==> config.mk <==
export PLATFORM = sky130hd
export DESIGN_NAME = serial_adder_seq
export DESIGN_NICKNAME = d
export VERILOG_FILES = /design/src/rtl/serial_adder_seq.sv
export SDC_FILE = /design/constraint.sdc
export NUM_CORES = 1
export LEC_CHECK = 0
export BUFFER_PORTS_ARGS = -buffer_cell sky130_fd_sc_hd__buf_2
export CORE_MARGIN = 1.5
export CORE_UTILIZATION = 45
export DETAILED_ROUTE_END_ITERATION = 16
export PLACE_DENSITY = 0.7
export SYNTH_ARGS = -nofsm -noshare
export SYNTH_HDL_FRONTEND = slang
export SYNTH_SLANG_ARGS = --single-unit
==> constraint.sdc <==
create_clock -name clk -period 1.41 [get_ports clk]
set_clock_uncertainty 0.1 [all_clocks]
set_input_delay 0.141 -clock clk [delete_from_list [all_inputs] [get_ports clk]]
set_output_delay 0.141 -clock clk [all_outputs]
set_load 0.005 [all_outputs]
==> src/rtl/serial_adder_seq.sv <==
// Bit-serial WIDTH-bit adder: operands are accepted over valid/ready, added LSB-first
// through a single sum/carry cell, and the result is held on an output valid/ready handshake.
module serial_adder_seq #(
    parameter int WIDTH = 8
) (
    input  logic             clk,
    input  logic             rst_n,
    input  logic             in_valid,
    output logic             in_ready,
    input  logic [WIDTH-1:0] a,
    input  logic [WIDTH-1:0] b,
    input  logic             cin,
    output logic             out_valid,
    input  logic             out_ready,
    output logic [WIDTH-1:0] sum,
    output logic             cout,
    output logic             busy
);

    localparam int CW = $clog2(WIDTH) + 1;

    typedef enum logic [1:0] {
        IDLE  = 2'd0,
        SHIFT = 2'd1,
        DONE  = 2'd2
    } state_t;

    state_t         state;
    state_t         state_next;
    logic [WIDTH-1:0] a_sh;
    logic [WIDTH-1:0] b_sh;
    logic [WIDTH-1:0] sum_sh;
    logic [WIDTH-1:0] sum_next;
    logic             carry;
    logic [CW-1:0]    cnt;
    logic             s_bit;
    logic             c_bit;
    logic             last_bit;
    logic             accept;

    // The 1-bit adder cell fed from the LSBs of the operand shift registers
    assign s_bit    = a_sh[0] ^ b_sh[0] ^ carry;
    assign c_bit    = (a_sh[0] & b_sh[0]) | (a_sh[0] & carry) | (b_sh[0] & carry);
    assign sum_next = {s_bit, sum_sh[WIDTH-1:1]};
    assign last_bit = (cnt == CW'(WIDTH - 1));

    assign in_ready  = (state == IDLE);
    assign out_valid = (state == DONE);
    assign busy      = (state != IDLE);
    assign accept    = in_valid & in_ready;

    always_ff @(posedge clk or negedge rst_n) begin
        if (!rst_n) begin
            state <= IDLE;
        end else begin
            state <= state_next;
        end
    end

    always_comb begin
        state_next = state;
        unique case (state)
            IDLE:    if (accept) state_next = SHIFT;
            SHIFT:   if (last_bit) state_next = DONE;
            DONE:    if (out_ready) state_next = IDLE;
            default: state_next = IDLE;
        endcase
    end

    // sum/cout are only written on the final shift edge so partial results never show
    always_ff @(posedge clk or negedge rst_n) begin
        if (!rst_n) begin
            a_sh   <= '0;
            b_sh   <= '0;
            sum_sh <= '0;
            carry  <= 1'b0;
            cnt    <= '0;
            sum    <= '0;
            cout   <= 1'b0;
        end else begin
            unique case (state)
                IDLE: begin
                    if (accept) begin
                        a_sh   <= a;
                        b_sh   <= b;
                        carry  <= cin;
                        cnt    <= '0;
                        sum_sh <= '0;
                    end
                end
                SHIFT: begin
                    sum_sh <= sum_next;
                    a_sh   <= a_sh >> 1;
                    b_sh   <= b_sh >> 1;
                    carry  <= c_bit;
                    cnt    <= cnt + CW'(1);
                    if (last_bit) begin
                        sum  <= sum_next;
                        cout <= c_bit;
                    end
                end
                default: begin
                end
            endcase
        end
    end

endmodule

# Word-level counts from Yosys, hierarchy flattened
# Index checks and enable logic that the tools add are counted.
# classes
n_eq_ne,6
n_reduce_logical,6
mux,14
bitwise_logic,8
n_addsub,1
# op_table
op,count
8-bit one-hot mux with 2 select lines,3
8-bit two-way mux,3
4-bit one-hot mux with 2 select lines,1
2-bit two-way mux,3
2-bit one-hot mux with 3 select lines,1
4-bit by 1-bit adder with 4-bit output (second input constant),1
1-bit AND,4
4-bit by 3-bit == test with 1-bit output (second input constant),1
4-bit two-way mux,1
2-bit by 1-bit != test with 1-bit output (second input constant),2
2-bit AND reduction,2
2-bit nonzero test,2
3-bit AND reduction,1
2-bit by 1-bit == test with 1-bit output (second input constant),1
2-bit == test (second input constant),1
2-bit logical NOT,1
2-bit != test (second input constant),1
1-bit OR,2
1-bit one-hot mux with 2 select lines,1
1-bit bitwise XOR,2
1-bit two-way mux,1
# word_totals
regBits,40
wordCells,43

# Logic depth before layout (Yosys ltp)
# Gate-level depths: netlist (run 1).
# logic_depth
word_depth,4
ltp_mapped,6
ltp_nobuf,4

# Worst setup path before layout (run 1)
# OpenSTA, ideal clock, no wires.
# synth_path
kind,register to register
from,reg cnt[0]
to,reg cout
required_ns,1.185
n_path_buf,1
arrival_ns,1.263
path_stages_with_launch,6
slack_ns,-0.077
cell_sequence,dfrtp_1 ha_1 nand2_1 nor3b_2 buf_4 mux2_2
# synth_via
elab_chain_len,2
# synth_rtl
item,line_no,text
start: declaration,35,logic [CW-1:0] cnt;
start signal: assignment,96,cnt <= cnt + CW'(1);
4-bit by 3-bit == test with 1-bit output,45,assign last_bit = (cnt == CW'(WIDTH - 1));
2-bit AND reduction (no line),-,
end signal: assignment,99,cout <= c_bit;
end: declaration,16,"output logic cout,"
# No other way between the ends.
# A chain may end at the register's enable or synchronous reset.

# Worst setup path in the final report (run 1)
# Same ends and word-level chain as after synthesis.

==> results of run 1 <==
==> cells by family (layout without fill, tap and decap cells) <==
kind of cell / Yosys count / after routing / synth area share
AOI/OAI and AO/OA: 46 / 46 / 0.1913
adders and majority gates: 2 / 2 / 0.01982
buffers and inverters: 13 / 83 / 0.03887
DFF: 39 / 39 / 0.5945
muxes: 11 / 11 / 0.07546
and+or+nand+nor: 27 / 27 / 0.08003
==> flip-flops by register name, indices dropped and copies added, names as in the netlist <==
name	cells
a_sh	8
b_sh	8
sum	8
sum_sh	7
cnt	4
state	2
carry	1
cout	1
==> where the power goes <==
part	internal [uW]	switching [uW]	leakage [uW]
logic	959	733	0.000568
clock network	194	342	0.0000293
registers	1520	255	0.000508
==> how the worst max path moves through the flow <==
stage               slack (ps)                from  cells past startpoint            endpoint
floorplan                  -80  cnt[0]$_DFFE_PN0P_                      5    cout$_DFFE_PN0P_
global placement          -100  cnt[0]$_DFFE_PN0P_                      5  sum[6]$_DFFE_PN0P_
detailed placement        -160  cnt[1]$_DFFE_PN0P_                      5  sum[7]$_DFFE_PN0P_
CTS                       -160  cnt[1]$_DFFE_PN0P_                      5  sum[2]$_DFFE_PN0P_
global route              -240  cnt[1]$_DFFE_PN0P_                      5  sum[4]$_DFFE_PN0P_
finish                    -200  cnt[0]$_DFFE_PN0P_                      5    cout$_DFFE_PN0P_
==> routing by layer <==
metal | vias to the layer above | wire length [um] | global-route usage
met5 | - | 0 | 0
met1 | 666 | 1445 | 0.2337
met3 | 12 | 150 | 0.03929
met4 | 0 | 110 | 0.1087
li1 | 634 | - | -
met2 | 38 | 1989 | 0.3408
==> stage by stage <==
stage	power (uW)	setup slack (ps)
global placement	3081	-100.3
detailed placement	3168	-163.8
CTS	3847	-164.4
floorplan	2604	-77.49
finish	4006	-196.7
global route	4298	-244.1
==> cells in the final DEF (no fill, tap or decap), types with 3 or more instances in the layout <==
| cell | synthesis | final |
|---|---|---|
| dlygate4sd3_1 | 0 | 17 |
| dfrtp_1 | 39 | 39 |
| buf_6 | 0 | 5 |
| buf_4 | 2 | 15 |
| mux2_2 | 10 | 8 |
| inv_1 | 3 | 3 |
| a22o_1 | 9 | 9 |
| o21ai_1 | 0 | 9 |
| a22oi_1 | 13 | 12 |
| buf_2 | 6 | 32 |
| nand2_1 | 16 | 15 |
| clkbuf_4 | 0 | 5 |
| a21oi_1 | 4 | 4 |
| o21ai_0 | 15 | 6 |
==> layout make-up <==
class	instances	area (um2)
clock buffers	7	45.04
repair buffers	72	549.3
multi-input cells	86	655.6
inverters	3	11.26
clock inverters	1	5.005
well taps	46	57.56
flip-flops and latches	39	975.9
fillers	290	1116
==> timing repair <==
item / in CTS / in global routing
setup buffers: 4 / 4
gates cloned: 0 / 1
setup endpoints to repair: 23 / 32
endpoints found under the hold margin: 55 / 0
pin swaps: 1 / 4
hold buffers: 17 / 0
gates resized for setup: 13 / 20
==> worst register-to-register path, delay by kind of cell (launching register included) <==
family | cells | cell delay, ps
adders and majority gates | 1 | 200
DFF | 1 | 380
buffers and inverters | 1 | 180
muxes | 1 | 340
and+or+nand+nor | 2 | 310
==> results.md, run 1 <==
* Synth top area cells: dfrtp_1, mux2_2, a22oi_1
* Worst R2R End: cout$_DFFE_PN0P_
* Area grow syn2layout at 40.09%
* DP Area at 1928 um2
* Post-Layout Cell Count at 254
* Root buffer cell: clkbuf_4
* CP Class: flop to flop
* Slew @ Worst Pin at 477.1 ps
* Later-pin clock latency in the skew report at 350 ps
* H-Tree Depth at 2
* Die W at 63.40 um
* Chip height at 63.40 um
* Hold depth at 2
* PnR worst setup slack at -196.7 ps
* Initial antenna violation count at 0
* CP Buf/Inv Count at 1
* Final Util at 0.6733
* Share of cells above drive strength 1 at 0.3846
* Seq/Total Area, Yosys at 0.5945
* Vias in the first global route at 1303
* CP max stage cell: dfrtp_1
* Fin crit period at 1607 ps
* Clock buffer depth at 2
* Max Cap Violations at 0
* Reg2Reg Launch Point: cnt[0]$_DFFE_PN0P_
* Starting Density at 0.4806
* Largest driver fanout on the critical path at 9
* Synth top area share at 0.5945
* Post-synthesis cell area at 1642 um2
* Fin Setup TNS at -1833 ps
* Peak supply drop at 0.7954 mV
* RePlAce Congestion at 0.7465
* Critical-path cell list: ha_2, nand2_2, nor3b_2, buf_6, mux2_2
* Primary FF master, synth: dfrtp_1
* Signal arrival time at the worst endpoint at 1750 ps
* Worst reg-to-reg setup slack at -200 ps
* Sink Count at 39
* Hold Vio Cnt, Final at 0
* Final Instance Area at 2300 um2
* Synth top cells by count: dfrtp_1, nand2_1, o21ai_0
* Iteration-0 DRC Markers at 59
* Number of synthesis warnings at 0
* First-pass GRT wire length at 6099 um
* Most common cell in the netlist: dfrtp_1
* Final hold slack at 52.20 ps
* Vias at 1350
* Via density at 5.315
* DRT Wirelength at 3696 um
* Worst setup EP type: flop
* Worst slew margin at 0.6819
* Post-synthesis area per instance at 11.90 um2
* CP Data Required Time at 1550 ps
* Row count at 21
* Fmax at 622.4 MHz
* Core area at 3416 um2
* Leading area contributor after synthesis: dfrtp_1
* Final Slew Violations at 0
* Worst Setup Start Kind: flop
* Power per cell area at 1742 nW/um2
* Synthesized flop and latch total at 39
* Clock transition at path regs at 100 ps
* Failing checks: setup timing
* Status: finished with violations
* IO buf count at 32
* DP HPWL at 2256 um
* Number of synthesized flops with an enable pin at 0
* Total gr overflow at 0
* Nets at 230
* GRT Total Usage at 0.1990
* ANT nets after route at 0
* Die area at 4020 um2
* FF-to-FF path depth at 5
* Period Utilization, post-route at 1.139
* CTS tree: yes
* CTS buffer count at 5
* Synthesized instance count at 138
* IO Pins at 33
* CP max stage delay at 380 ps
* N_diodes at 0
* Post-route DRC at 0
* Largest net degree at the start of global routing at 40
* DR WL/cell at 14.55 um
* Final setup fails at 11
* Synth async-reset ratio at 1.000
* Placed insts at 220
* Post-Syn Nets at 161
* WHS Endpoint: a_sh[7]$_DFFE_PN0P_
* Hold crit path type: primary input to flop
* Initial DRT Pass Iterations at 4
* RSZ-0062 raised after global routing: yes
* Synth unique cells at 24
* Min-Delay Startpoint: in_valid
* Cell family with most CP delay: flip-flops
* Leak Pwr at 0.001106 uW
(Power assumes the default switching activity.)
==> run 2: changes to the inputs <==
--- a/config.mk
+++ b/config.mk
@@ -9,6 +9,7 @@
 export CORE_MARGIN = 1.5
 export CORE_UTILIZATION = 45
 export DETAILED_ROUTE_END_ITERATION = 16
+export MAX_ROUTING_LAYER = met4
 export PLACE_DENSITY = 0.7
 export SYNTH_ARGS = -nofsm -noshare
 export SYNTH_HDL_FRONTEND = slang
==> run 2 against run 1 <==
  * The run still ends with setup timing left
  * Maximum frequency rose by 0.34%
  * Sequential cell count did not move
  * Die area did not move
  * Design area unchanged
  * Global-route usage grew 0.68 points
  * Clock power about the same
  * Sequential share of layout area stayed put
  * Combinational power barely moved
  * Register-to-register slack hardly changed
  * Total power about the same
  * Critical path type unchanged
  * Largest cell class unchanged
==> results.md, run 2 (synthesized netlist as in run 1, its figures left out) <==
* Failing checks: setup timing
* Vias at 1352
* Reg2Reg Launch Point: cnt[0]$_DFFE_PN0P_
* Gate power share at 0.422
* DRT Wirelength at 3732 um
* Leak Pwr at 0.001106 uW
* CP Class: flop to flop
* Row count at 21
* Hold crit path type: primary input to flop
* GRT Total Usage at 0.2058
* Initial antenna violation count at 0
* Cell family with most CP delay: flip-flops
* FF-to-FF path depth at 5
* PnR worst setup slack at -191.2 ps
* Clock power share at 0.134
* First-pass GRT wire length at 6113 um
* Final setup fails at 11
* Capture point of the worst path: cout$_DFFE_PN0P_
* Sink Count at 39
* DR WL/cell at 14.69 um
* Setup WS pre-CTS at -163.8 ps
* Largest driver fanout on the critical path at 9
* CTS buffer count at 5
* Period Utilization, post-route at 1.136
* WP depth at 5
* Power per cell area at 1744 nW/um2
* CP max stage delay at 370 ps
* Iteration-0 DRC Markers at 47
* H-Tree Depth at 2
* Core area at 3416 um2
* Worst reg-to-reg setup slack at -190 ps
* N_diodes at 0
* Final Instance Area at 2300 um2
* Initial DRT Pass Iterations at 4
* Fin crit period at 1601 ps
* Worst slew margin at 0.6749
* Clock buffer depth at 2
* Max Cap Violations at 0
* CTS tree: yes
* CP startpoint: cnt[0]$_DFFE_PN0P_
* DP Area at 1928 um2
* Worst R2R End: cout$_DFFE_PN0P_
* Net Sw Power at 1332 uW
* RePlAce Congestion at 0.7559
* Via density at 5.323
* Die W at 63.40 um
* Fmax at 624.5 MHz
* IO Pins at 33
* Nets at 230
* Largest registers: a_sh x8, b_sh x8, sum x8
* Worst setup EP type: flop
* Share of cells above drive strength 1 at 0.3846
* Root buffer cell: clkbuf_4
* Commonest non-fill, non-tap cell in the layout: dfrtp_1
* P_int at 2678 uW
* Critical-path cell list: ha_2, nand2_2, nor3b_2, buf_6, mux2_2
* Clock transition at path regs at 110 ps
* RSZ-0062 raised after global routing: yes
* Hold Vio Cnt, Final at 0
* Signal arrival time at the worst endpoint at 1740 ps
* Largest net degree at the start of global routing at 40
* DP HPWL at 2256 um
* Sw frac at 0.3323
* CP max stage cell: dfrtp_1
* Post-route DRC at 0
* Total gr overflow at 0
* Die area at 4020 um2
* Chip height at 63.40 um
* CP Data Required Time at 1550 ps
* Starting Density at 0.4806
* Status: finished with violations
* Slew @ Worst Pin at 487.6 ps
* ANT nets after route at 0
* Seq pwr share at 0.444
* Vias in the first global route at 1295
* Final Slew Violations at 0
* IO buf count at 32
* Later-pin clock latency in the skew report at 350 ps
* Area grow syn2layout at 40.09%
* CP Buf/Inv Count at 1
* Most frequent cells in the layout: dfrtp_1, buf_2, dlygate4sd3_1
* Worst Setup Start Kind: flop
* Peak supply drop at 0.7947 mV
run 2: cell counts in the layout (fill, tap and decap cells not counted):
No cell type changed its count.
run 2: stage by stage:
| step | utilization | cells | power [uW] | TNS, ps | hold WS [ps] |
|---|---|---|---|---|---|
| after floorplan | - | 138 | 2604 | -685.9 | -254.6 |
| after global placement | 0.5645 | 220 | 3081 | -884.1 | 111.8 |
| after detailed placement | 0.5645 | 220 | 3168 | -1464 | 118.8 |
| after CTS | 0.6476 | 249 | 3847 | -1553 | 46.23 |
| after global routing | 0.6733 | 254 | 4304 | -2499 | 57.94 |
| final | 0.6733 | 254 | 4010 | -1804 | 55.88 |
run 2: layer usage:
metal | wire, um | track usage
met5 | 0 | -
met4 | 91 | 0.08424
met3 | 139 | 0.06071
met2 | 2020 | 0.3421
met1 | 1481 | 0.2325
run 2: area by class of cell:
type,count,area (um2)
Clock buffer,7,45.04
Multi-Input combinational cell,86,655.6
Timing Repair Buffer,72,549.3
Tap cell,46,57.56
Clock inverter,1,5.005
Inverter,3,11.26
Fill cell,290,1116
Sequential cell,39,975.9
run 2: how the worst min path moves through the flow:
stage	start	to	slack (ps)	cells after the start
2_1_floorplan	rst_n	a_sh[0]$_DFFE_PN0P_	-250	0
3_3_place_gp	rst_n	sum_sh[1]$_DFFE_PN0P_	110	2
3_5_place_dp	rst_n	sum[1]$_DFFE_PN0P_	120	2
4_1_cts	in_valid	a_sh[7]$_DFFE_PN0P_	50	2
5_1_grt	in_valid	a_sh[7]$_DFFE_PN0P_	60	2
6_report	in_valid	a_sh[7]$_DFFE_PN0P_	60	2
run 2: what timing repair did:
item | 4_1_cts | 5_1_grt
setup buffers | 4 | 4
gates resized for setup | 13 | 20
pin swaps | 1 | 4
endpoints found under the setup margin | 23 | 32
hold endpoints to repair | 55 | 0
cloned | 0 | 1
hold buffers | 17 | 0
run 2: worst register-to-register path: cells and delay by family, from the launching register on:
family,cells,cell delay [ps]
buf+inv,1,180
mux,1,340
fa+ha+maj,1,200
simple gates,2,310
flops,1,370
run 2: power by group through the flow:
stage | Combinational, uW | Sequential [uW] | Clock (uW)
floorplan | 840 | 1760 | 0
global placement | 1320 | 1760 | 0
detailed placement | 1380 | 1790 | 0
CTS | 1520 | 1770 | 554
global route | 1850 | 1840 | 615
finish | 1690 | 1780 | 537
